==> config.mk <==
export PLATFORM = sky130hd
export DESIGN_NAME = yari_restart_ctrl
export DESIGN_NICKNAME = d
export VERILOG_FILES = /design/src/rtl/yari_restart_ctrl_pkg.sv /design/src/rtl/yari_prio_enc.sv /design/src/rtl/yari_restart_ctrl.sv
export SDC_FILE = /design/constraint.sdc
export NUM_CORES = 1
export LEC_CHECK = 0
export BUFFER_PORTS_ARGS = -buffer_cell sky130_fd_sc_hd__buf_2
export CAP_MARGIN = 30
export CORE_MARGIN = 4
export CORE_UTILIZATION = 30
export DETAILED_ROUTE_END_ITERATION = 7
export PLACE_DENSITY_LB_ADDON = 0.2
export SLEW_MARGIN = 15
export SYNTH_ARGS = -nofsm -noshare
export SYNTH_HDL_FRONTEND = slang
export SYNTH_HIERARCHICAL = 1
export SYNTH_SLANG_ARGS = --single-unit
==> constraint.sdc <==
create_clock -name clock -period 2.5 [get_ports clock]
set_clock_uncertainty 0.05 [all_clocks]
set_input_delay 0.375 -clock clock [delete_from_list [all_inputs] [get_ports clock]]
set_output_delay 0.375 -clock clock [all_outputs]
set_load 0.05 [all_outputs]
==> src/rtl/yari_restart_ctrl_pkg.sv <==
// Shared constants and types for the yari restart/flush controller.
package yari_restart_ctrl_pkg;

  localparam logic [31:0] BootPcDefault = 32'hBFC00000;
  localparam logic [31:0] IrqPcDefault  = 32'hBFC00180;

  typedef enum logic [1:0] {
    WinNone,
    WinBoot,
    WinSrc,
    WinIrq
  } win_e;

  // Index width for an n-entry encoder, never narrower than one bit.
  function automatic int unsigned idx_width(input int unsigned n);
    return (n > 1) ? $clog2(n) : 1;
  endfunction

endpackage

==> src/rtl/yari_prio_enc.sv <==
// Parametric priority encoder: reports the lowest set index of req_i, with a valid flag.
module yari_prio_enc
  import yari_restart_ctrl_pkg::*;
#(
  parameter int unsigned  W  = 4,
  localparam int unsigned IW = idx_width(W)
) (
  input  logic [W-1:0]  req_i,
  output logic          valid_o,
  output logic [IW-1:0] idx_o
);

  always_comb begin
    valid_o = |req_i;
    idx_o   = '0;
    // Scan downwards so the lowest set bit is the last one written.
    for (int i = W - 1; i >= 0; i--) begin
      if (req_i[i]) begin
        idx_o = IW'(i);
      end
    end
  end

endmodule

==> src/rtl/yari_restart_ctrl.sv <==
// Pipeline restart/flush controller: boot sequencing, age-ordered source arbitration and
// level-sensitive interrupt entry to a fixed vector.
module yari_restart_ctrl
  import yari_restart_ctrl_pkg::*;
#(
  parameter int unsigned  NSRC       = 2,
  parameter int unsigned  BOOT_DELAY = 8,
  parameter logic [31:0]  BOOT_PC    = BootPcDefault,
  parameter int unsigned  NIRQ       = 4,
  parameter logic [31:0]  IRQ_PC     = IrqPcDefault,
  localparam int unsigned NSTAGES    = NSRC + 2,
  localparam int unsigned CAUSE_W    = idx_width(NIRQ)
) (
  input  logic                 clock,
  input  logic                 rst,
  input  logic [NSRC-1:0]      src_restart,
  input  logic [32*NSRC-1:0]   src_restart_pc,
  input  logic [NIRQ-1:0]      irq,
  input  logic                 ie,
  input  logic                 take_valid,
  input  logic                 take_delay_slot,
  input  logic [31:0]          take_pc,
  output logic                 kill,
  output logic                 boot,
  output logic                 restart,
  output logic [31:0]          restart_pc,
  output logic [NSTAGES-1:0]   flush,
  output logic                 irq_taken,
  output logic [31:0]          irq_epc,
  output logic [CAUSE_W-1:0]   irq_cause
);

  localparam int unsigned CNT_W = $clog2(BOOT_DELAY + 1);
  localparam int unsigned SRC_W = idx_width(NSRC);

  logic [CNT_W-1:0]   cnt_q, cnt_d;
  logic [NIRQ-1:0]    irq_meta_q, irq_s_q;
  logic               blk_q, blk_d;
  logic [31:0]        irq_epc_q, irq_epc_d;
  logic [CAUSE_W-1:0] irq_cause_q, irq_cause_d;

  logic [NSRC-1:0]    src_rev;
  logic               src_any;
  logic [SRC_W-1:0]   src_rev_idx, src_idx;
  logic               irq_pend;
  logic [CAUSE_W-1:0] irq_idx;
  logic               irq_ok;
  win_e               win;

  assign kill  = (cnt_q != CNT_W'(BOOT_DELAY));
  assign boot  = (cnt_q == CNT_W'(BOOT_DELAY - 1));
  assign cnt_d = kill ? cnt_q + CNT_W'(1) : cnt_q;

  // Oldest source has the highest index; reverse so the lowest-index encoder picks it.
  always_comb begin
    src_rev = '0;
    for (int i = 0; i < NSRC; i++) begin
      src_rev[i] = src_restart[NSRC-1-i];
    end
  end

  yari_prio_enc #(
    .W (NSRC)
  ) u_src_enc (
    .req_i   (src_rev),
    .valid_o (src_any),
    .idx_o   (src_rev_idx)
  );

  assign src_idx = SRC_W'(NSRC - 1) - src_rev_idx;

  yari_prio_enc #(
    .W (NIRQ)
  ) u_irq_enc (
    .req_i   (irq_s_q),
    .valid_o (irq_pend),
    .idx_o   (irq_idx)
  );

  assign irq_ok = irq_pend & ie & ~blk_q & take_valid & ~take_delay_slot & ~kill & ~src_any;

  always_comb begin
    win = WinNone;
    if (boot) begin
      win = WinBoot;
    end else if (!kill && src_any) begin
      win = WinSrc;
    end else if (irq_ok) begin
      win = WinIrq;
    end
  end

  always_comb begin
    restart    = 1'b0;
    restart_pc = BOOT_PC;
    flush      = '0;
    irq_taken  = 1'b0;
    unique case (win)
      WinBoot: begin
        restart = 1'b1;
        flush   = '1;
      end
      WinSrc: begin
        restart    = 1'b1;
        restart_pc = src_restart_pc[32*int'(src_idx) +: 32];
        // Only stages younger than the winner's own stage are squashed.
        for (int s = 0; s < NSTAGES; s++) begin
          flush[s] = (s <= int'(src_idx) + 1);
        end
      end
      WinIrq: begin
        restart    = 1'b1;
        restart_pc = IRQ_PC;
        flush      = NSTAGES'(7);
        irq_taken  = 1'b1;
      end
      default: ;
    endcase
  end

  always_comb begin
    blk_d       = blk_q;
    irq_epc_d   = irq_epc_q;
    irq_cause_d = irq_cause_q;
    if (irq_taken) begin
      blk_d       = 1'b1;
      irq_epc_d   = take_pc;
      irq_cause_d = irq_idx;
    end else if (!ie) begin
      blk_d = 1'b0;
    end
  end

  always_ff @(posedge clock or negedge rst) begin
    if (!rst) begin
      cnt_q       <= '0;
      irq_meta_q  <= '0;
      irq_s_q     <= '0;
      blk_q       <= 1'b0;
      irq_epc_q   <= '0;
      irq_cause_q <= '0;
    end else begin
      cnt_q       <= cnt_d;
      irq_meta_q  <= irq;
      irq_s_q     <= irq_meta_q;
      blk_q       <= blk_d;
      irq_epc_q   <= irq_epc_d;
      irq_cause_q <= irq_cause_d;
    end
  end

  assign irq_epc   = irq_epc_q;
  assign irq_cause = irq_cause_q;

endmodule

Word level (Yosys, flattened, before mapping)
Index checks and enable logic that the tools add are counted.
Storage, ports and cells
  word-level logic and storage cells: 50
  register bits: 47
  output and inout port bits: 74
Operators by class
  order comparisons: 4
  reductions and logical operators: 5
  equal/unequal tests: 6
  $add $sub $neg: 3
  shift-type cells: 1
  bitwise gates (word level): 10
  mux-type cells: 15
Operator list (number)
  32-bit case mux with 2 select lines: 1
  64-bit by 7-bit indexed part select with 32-bit output: 1
  1-bit by 32-bit less-or-equal comparator with 1-bit output, first input constant: 1
  2-bit by 32-bit less-or-equal comparator with 1-bit output, first input constant: 1
  3-bit by 32-bit less-or-equal comparator with 1-bit output, first input constant: 1
  2-bit two-way mux: 7
  4-bit case mux with 3 select lines: 1
  1-bit AND: 6
  1-bit two-way mux: 6
  4-bit by 1-bit adder with 4-bit output, second input constant: 1
  2-bit equality test, second input constant: 2
  4-bit by 3-bit equality test with 1-bit output, second input constant: 1
  4-bit != test, second input constant: 1
  1-bit NOT: 4
  4-bit OR reduction: 1
  3-bit OR reduction: 1
  1-bit by 1-bit adder with 2-bit output, second input constant: 1
  2-bit by 1-bit equality test with 1-bit output, second input constant: 1
  2-bit less-or-equal comparator, first input constant: 1
  2-bit by 1-bit != test with 1-bit output, second input constant: 1
  2-bit OR reduction: 1
  1-bit logical AND: 1
  1-bit zero test: 1
  1-bit subtractor, first input constant: 1

Depth between registers and ports, before layout
Gate-level depths: netlist of the first run.
  depth after elaboration: 13
  mapped depth: 8
  gate-level depth less buffers: 7

By module
The synthesis of the first run kept the hierarchy.
Modules (own cells, without submodules)
  yari_restart_ctrl: times used 1, seq. area each 1176.1 um^2, cells each 184, area an instance 2392.3 um^2
  yari_prio_enc (u_irq_enc): times used 1, seq. area each 0.0 um^2, cells each 7, area an instance 35.0 um^2
  yari_prio_enc (u_src_enc): times used 1, seq. area each 0.0 um^2, cells each 2, area an instance 12.5 um^2

Worst setup path after synthesis of the first run
No wires, ideal clock.
  kind: flip-flop to output port
  start point: register cnt_q[0]
  end point: output flush[0]
  stages on the path, launching flop included: 7
  path slack: -504 ps
  buffers on the path: 1
  data arrival time: 2579 ps
  path through: dfrtp_1 > inv_1 > ha_1 > and3b_2 > inv_2 > o21ai_0 > buf_4
Between the ends
  word-level cells in the longest chain between the ends: 9
Ends and longest elaborated chain
  from (decl): line yari_restart_ctrl.sv:36  | logic [CNT_W-1:0] cnt_q, cnt_d;
  from (signal assigned): line yari_restart_ctrl.sv:143  | cnt_q <= cnt_d;
  4-bit != test *: line yari_restart_ctrl.sv:50  | assign kill = (cnt_q != CNT_W'(BOOT_DELAY));
  net kill: line yari_restart_ctrl.sv:23  | output logic kill,
  1-bit NOT: line yari_restart_ctrl.sv:80  | assign irq_ok = irq_pend & ie & ~blk_q & take_valid & ~take_delay_slot & ~kill & ~src_any;
  1-bit AND (2 in series): line yari_restart_ctrl.sv:80
  2-bit two-way mux: line yari_restart_ctrl.sv:88  | end else if (irq_ok) begin
  2-bit two-way mux *: line yari_restart_ctrl.sv:86  | end else if (!kill && src_any) begin
  2-bit two-way mux *: line yari_restart_ctrl.sv:84  | if (boot) begin
  2-bit equality test / 2-bit by 1-bit equality test with 1-bit output (equally long branches): line yari_restart_ctrl.sv:98  | unique case (win)
  4-bit case mux with 3 select lines *: line yari_restart_ctrl.sv:98
  to (decl): line yari_restart_ctrl.sv:27  | output logic [NSTAGES-1:0] flush,
The timed path passes the listed nets; every way through them passes the cells marked *.

Final worst setup path of the first run
  start point: register cnt_q[1]
  end point: output flush[2]
Between the ends
  word-level cells in the longest chain between the ends: 9
Ends and longest elaborated chain (line)
  4-bit != test: yari_restart_ctrl.sv:50
  1-bit NOT: yari_restart_ctrl.sv:80
  1-bit AND (2 in series): yari_restart_ctrl.sv:80
  2-bit two-way mux: yari_restart_ctrl.sv:88
  2-bit two-way mux: yari_restart_ctrl.sv:86
  2-bit two-way mux *: yari_restart_ctrl.sv:84
  2-bit equality test / 2-bit by 1-bit equality test with 1-bit output (equally long branches): yari_restart_ctrl.sv:98
  4-bit case mux with 3 select lines *: yari_restart_ctrl.sv:98
Mark *: on every way between the ends. The rest lies on a longest branch, timed or not.

==> flow_summary.json, run 1 <==
{
  "status": "finished clean",
  "grt_start_max_net_pins": 29,
  "rr_startpoint": "cnt_q[1]",
  "cp_max_fo": 8,
  "grt_usage": 0.1393,
  "antennaDiodeCount": 0,
  "power_mw": 2.610,
  "layout_setup_ws_ns": 0.1034,
  "power_frac_seq": 0.368,
  "min_from": "irq[0]",
  "grt_pass1_vias": 2239,
  "yosys.area_share.adder": 0.01026,
  "synthCells": 193,
  "drtIter0Drc": 47,
  "cellLeakagePower_nw": 1.948,
  "end_kind": "output port",
  "ant_nets": 0,
  "fp.coreArea_mm2": 0.007807,
  "crit_required_ns": 2.08,
  "final-setup-viol-count": 0,
  "yosys_warnings": 6,
  "fin_cells": 481,
  "fin_crit_sh": 0.9586,
  "layout.nets": 487,
  "slew_headroom": 0.6987,
  "maxSlewViolCount": 0,
  "final_core_util": 0.4603,
  "syn-num-nets": 302,
  "synth_cell_types": 29,
  "dp_slack_ns": 0.1860,
  "holdPathEnd": "irq_meta_q[0]",
  "worstSkewPairLatency_ns": 0.30,
  "holdPathStages": 1,
  "ios": 181,
  "clk_pin_slew_ns": 0.10,
  "synth_mux_area_frac": 0.3328,
  "clockRootBuffer": "clkbuf_8",
  "synth_xor_area_frac": 0.01077,
  "cap_viol_max_count": 0,
  "swShare": 0.4398,
  "comb_power_share": 0.449,
  "pwr-share-clk": 0.184,
  "max-vdd-ir-drop_uv": 425.1,
  "dp_hpwl_um": 5486,
  "port_buffers": 180,
  "rsz0062_at_grt": "no",
  "synth_compound_gate_area_share": 0.02000,
  "p_sw_mw": 1.148,
  "drc_errors": 0,
  "numCtsBuffers": 5,
  "grt_pass1_wl_um": 11100,
  "tightest_slew_ns": 0.4510,
  "wl_per_cell_um": 14.19,
  "min-delay-path-class": "in -> reg",
  "synth-seq-cells": 47,
  "yosysTopAreaCellShare": 0.4821,
  "drive_gt1_frac": 0.6332,
  "syn2layout_area_growth_pct": 47.28,
  "clock_sinks": 47,
  "die_y_um": 98.18,
  "finalHoldWorstSlack_ns": 0.1219,
  "synth_top_family_by_area": "multiplexers",
  "fillers": 785,
  "rows": 32,
  "start_util": 0.3125,
  "grt_overflow_total": 0,
  "p_int_mw": 1.462,
  "antenna_found_initial": 0,
  "yosysTopAreaCell": "dfrtp_1",
  "start_kind": "flip-flop",
  "min_period_ns": 2.397,
  "die_w_um": 98.18,
  "multi_input_area_mm2": 0.001137,
  "setup.worst_path.class": "reg -> out",
  "die-area_mm2": 0.009639,
  "vias": 2116,
  "finalHoldViolations": 0,
  "fmax_ghz": 0.4173,
  "post_drt_via_cell_ratio": 4.399,
  "htreeDepth": 2,
  "finalWirelength_um": 6823,
  "r2r_end": "irq_epc[29]",
  "drt_pre_antenna_iters": 4,
  "cp_data_arrival_time_ns": 1.97,
  "synthSimpleGateAreaFrac": 0.08821,
  "place_congestion": 0.7475,
  "cts_tree": "built",
  "power.density_mw_per_mm2": 726.4,
  "r2r_cells": 8,
  "r2r_slack_ns": 0.35,
  "seqCellArea_mm2": 0.001176,
  "postSynthAreaPerCell_um2": 12.64,
  "synth.yosys.seq_area_share": 0.4821,
  "cts_max_path_buffers": 2,
  "synthesis.area_mm2": 0.002440,
  "dpl.cell_count": 469,
  "synth_area_leaders": "dfrtp_1 48%, mux2_4 18%, mux2i_1 13%"
}
[how the worst max path moves through the flow]
stage / start / to
6_report: cnt_q[1] / flush[2]
5_1_grt: cnt_q[0] / flush[2]
4_1_cts: cnt_q[1] / flush[2]
3_5_place_dp: cnt_q[0] / irq_taken
3_3_place_gp: cnt_q[0] / irq_taken
2_1_floorplan: cnt_q[0] / restart_pc[7]
[kinds of logic (layout without fill, tap and decap cells)]
logic type	after synthesis	after routing
buffers and inverters	19	205
xor gates and xnor gates	3	3
and+or+nand+nor	49	49
adders and majority gates	2	2
AOI/OAI and AO/OA	7	7
DFF	47	47
muxes	66	66
[state kept, by name (all words and copies together) (netlist names)]
register,cells
irq_epc,32
cnt_q,4
irq_meta_q,4
irq_s_q,4
irq_cause,2
blk_q,1
[worst max-delay path, stage by stage, from the launching register on]
cell      delay [ns]
dfrtp_1         0.40
inv_2           0.06
ha_1            0.14
and3b_2         0.20
inv_2           0.07
or4_4           0.46
o211ai_1        0.11
buf_4           0.23
[placed cells by master (no fill, tap or decap), types with 2 or more instances in the layout]
cell	netlist	final
a211oi_1	2	2
buf_12	3	3
buf_2	0	178
buf_4	3	7
clkbuf_8	0	5
dfrtp_1	47	47
ha_1	2	2
inv_1	5	4
inv_2	1	2
mux2_2	5	5
mux2_4	29	29
mux2i_1	32	32
nand2_1	15	15
nor2_1	25	24
xnor2_1	3	3
[metal layers]
metal | wire length (µm) | global-route usage | vias to the layer above
met2 | 3416 | 0.2424 | 104
li1 | - | - | 1020
met4 | 34 | 0.02206 | 0
met5 | 0 | 0 | -
met1 | 2708 | 0.1740 | 988
met3 | 663 | 0.04214 | 4
[synthesized netlist by cell type]
cell type / n
nor2b_1: 1
and3b_2: 1
nand4b_1: 1
mux2_2: 5
a21oi_2: 1
buf_4: 3
nand2b_1: 1
or4_4: 1
ha_1: 2
a211oi_1: 2
nand3_1: 1
inv_2: 1
or2_1: 1
dfrtp_1: 47
nor2_1: 25
mux2_4: 29
o21ai_0: 2
nor3_1: 1
buf_12: 3
inv_1: 5
mux2i_1: 32
nand2_1: 15
xnor2_1: 3
or2_2: 1
o211ai_1: 1
o21a_1: 1
buf_1: 3
clkbuf_1: 3
clkinv_4: 1
[repair_timing]
item	in CTS	in global routing
hold buffers	1	0
setup endpoints to repair	3	11
endpoints found under the hold margin	19	0
pin swaps	1	2
gates resized for setup	3	2
setup buffers	3	0
[through the flow]
stage,cell area [µm²],setup TNS (ns)
2_1_floorplan,2440,-0.2163
3_3_place_gp,3453,0
3_5_place_dp,3453,0
4_1_cts,3591,0
5_1_grt,3593,0
6_report,3593,0
[power groups by stage]
stage | clock network (mW) | registers (mW) | logic, mW
after floorplan | 0 | 1.40 | 0.431
after global placement | 0 | 0.972 | 1.17
after detailed placement | 0 | 0.969 | 1.18
after CTS | 0.501 | 0.961 | 1.18
after global routing | 0.534 | 0.980 | 1.23
final | 0.479 | 0.960 | 1.17
[cell type report]
cell class | count | share of cell area
inverters | 7 | 0.008705
clock buffers | 5 | 0.01915
clock inverters | 3 | 0.007660
well taps | 102 | 0.03552
repair buffers | 190 | 0.2852
flip-flops and latches | 47 | 0.3273
multi-input cells | 127 | 0.3165
Note: power is estimated with default switching activity, not from simulation.
==> run 2: changes to the inputs <==
Clock period 2.5 ns to 3.02 ns, I/O delays scaled along.
==> flow_summary.json, run 2 (synthesis results as in run 1) <==
{
  "finalHoldViolations": 0,
  "maxSlewViolCount": 0,
  "vias": 2042,
  "largest_reg_flops": 32,
  "power.density_mw_per_mm2": 623.0,
  "clockRootBuffer": "clkbuf_8",
  "finalHoldWorstSlack_ns": 0.09731,
  "cap_viol_max_count": 0,
  "fin_crit_sh": 0.9165,
  "cp_data_arrival_time_ns": 2.26,
  "drive_gt1_frac": 0.6237,
  "ios": 181,
  "setup_tns_ns": 0,
  "postCtsHoldBufs": 0,
  "status": "finished clean",
  "slew_headroom": 0.5370,
  "htreeDepth": 2,
  "antenna_found_initial": 0,
  "grt_pass1_vias": 2102,
  "syn2layout_area_growth_pct": 45.08,
  "worstSkewPairLatency_ns": 0.30,
  "layout_common_cells": "180 x buf_2, 47 x dfrtp_1, 32 x mux2i_1",
  "post_cts_resized": 0,
  "fillers": 746,
  "max-vdd-ir-drop_uv": 385.4,
  "tightest_slew_ns": 0.6928,
  "cts_max_path_buffers": 2,
  "multi_input_area_mm2": 0.001135,
  "port_buffers": 180,
  "fp.coreArea_mm2": 0.007807,
  "post_cts_buffers": 0,
  "rsz0062_at_grt": "no",
  "setup.worst_path.class": "reg -> out",
  "r2r_cells": 8,
  "cts_tree": "built",
  "min-delay-path-class": "in -> async",
  "cellLeakagePower_nw": 1.920,
  "seqCellArea_mm2": 0.001176,
  "drt_pre_antenna_iters": 4,
  "die_w_um": 98.18,
  "r2r_slack_ns": 0.62,
  "crit_required_ns": 2.52,
  "dp_hpwl_um": 5395,
  "grt_start_max_net_pins": 27,
  "clock_sinks": 47,
  "final_core_util": 0.4534,
  "rr_startpoint": "cnt_q[0]",
  "fmax_ghz": 0.3613,
  "wl_per_cell_um": 13.99,
  "place_congestion": 0.8150,
  "drtIter0Drc": 23,
  "post_drt_via_cell_ratio": 4.308,
  "final-setup-viol-count": 0,
  "grt_overflow_total": 0,
  "rows": 32,
  "grt_pass1_wl_um": 10350,
  "min_period_ns": 2.768,
  "ant_nets": 0,
  "die-area_mm2": 0.009639,
  "final_common_cell": "buf_2",
  "end_kind": "output port",
  "clk_pin_slew_ns": 0.09,
  "antennaDiodeCount": 0,
  "start_util": 0.3125,
  "finalWirelength_um": 6631,
  "numCtsBuffers": 5,
  "die_y_um": 98.18,
  "layout.nets": 481,
  "drc_errors": 0,
  "cp_max_fo": 22,
  "grt_usage": 0.1304,
  "r2r_end": "irq_epc[29]",
  "start_kind": "flip-flop"
}
run 2: cell types whose count changed in the layout (fill, tap and decap cells not counted):
| cell | previous run | this run |
|---|---|---|
| buf_12 | 3 | 1 |
| buf_16 | 0 | 1 |
| buf_2 | 178 | 180 |
| buf_4 | 7 | 2 |
| buf_6 | 1 | 0 |
| bufinv_16 | 0 | 1 |
| dlygate4sd3_1 | 1 | 0 |
| inv_1 | 4 | 5 |
| inv_2 | 2 | 1 |
| inv_6 | 1 | 0 |
| inv_8 | 1 | 0 |
| nor2_1 | 24 | 25 |
| nor2_2 | 1 | 0 |
run 2: worst max-delay path by stage:
stage,start,endpoint,slack [ns],cells past startpoint
floorplan,cnt_q[0],restart_pc[7],0.37,5
global placement,cnt_q[0],flush[2],0.60,6
detailed placement,cnt_q[0],flush[2],0.55,6
CTS,cnt_q[0],flush[2],0.18,6
global route,cnt_q[0],flush[2],0.002,6
finish,cnt_q[0],flush[2],0.25,6
run 2: critical path, cell delays in order (launching register included):
cell and delay (ns):
dfrtp_1 0.42, inv_1 0.08, ha_1 0.13, and3b_2 0.23, nand2_1 0.42, o211ai_1 0.37
buf_2 0.31
run 2: final cells by class:
| type | count | share of cell area |
|---|---|---|
| multi-input combinational | 127 | 0.3206 |
| clock buffer | 5 | 0.01944 |
| inverter | 7 | 0.008837 |
| timing repair buffer | 184 | 0.2722 |
| sequential | 47 | 0.3323 |
| tap | 102 | 0.03606 |
| clock inverter | 2 | 0.01060 |
run 2: stage by stage:
step / power, mW / instance area (µm²) / cells / setup slack [ns]
floorplan: 1.516 / 2440 / 193 / 0.3737
global placement: 1.768 / 3406 / 466 / 0.5982
detailed placement: 1.780 / 3433 / 467 / 0.5459
CTS: 2.230 / 3540 / 474 / 0.1831
global route: 2.304 / 3540 / 474 / 0.001693
finish: 2.205 / 3540 / 474 / 0.2521
run 2: power breakdown:
| group | leakage, nW | total [mW] | switching, mW | internal, mW |
|---|---|---|---|---|
| Clock | 0.0502 | 0.445 | 0.203 | 0.242 |
| Sequential | 0.581 | 0.795 | 0.0594 | 0.736 |
| Combinational | 1.29 | 0.965 | 0.664 | 0.301 |
| Total | 1.92 | 2.21 | 0.926 | 1.28 |
run 2: layer usage:
| layer | share of wire | track usage | up-vias |
|---|---|---|---|
| met3 | 0.10 | 0.04786 | 7 |
| li1 | - | - | 1008 |
| met1 | 0.39 | 0.1527 | 929 |
| met4 | 0.0097 | 0.02731 | 0 |
| met2 | 0.50 | 0.2293 | 98 |
| met5 | 0 | 0 | - |
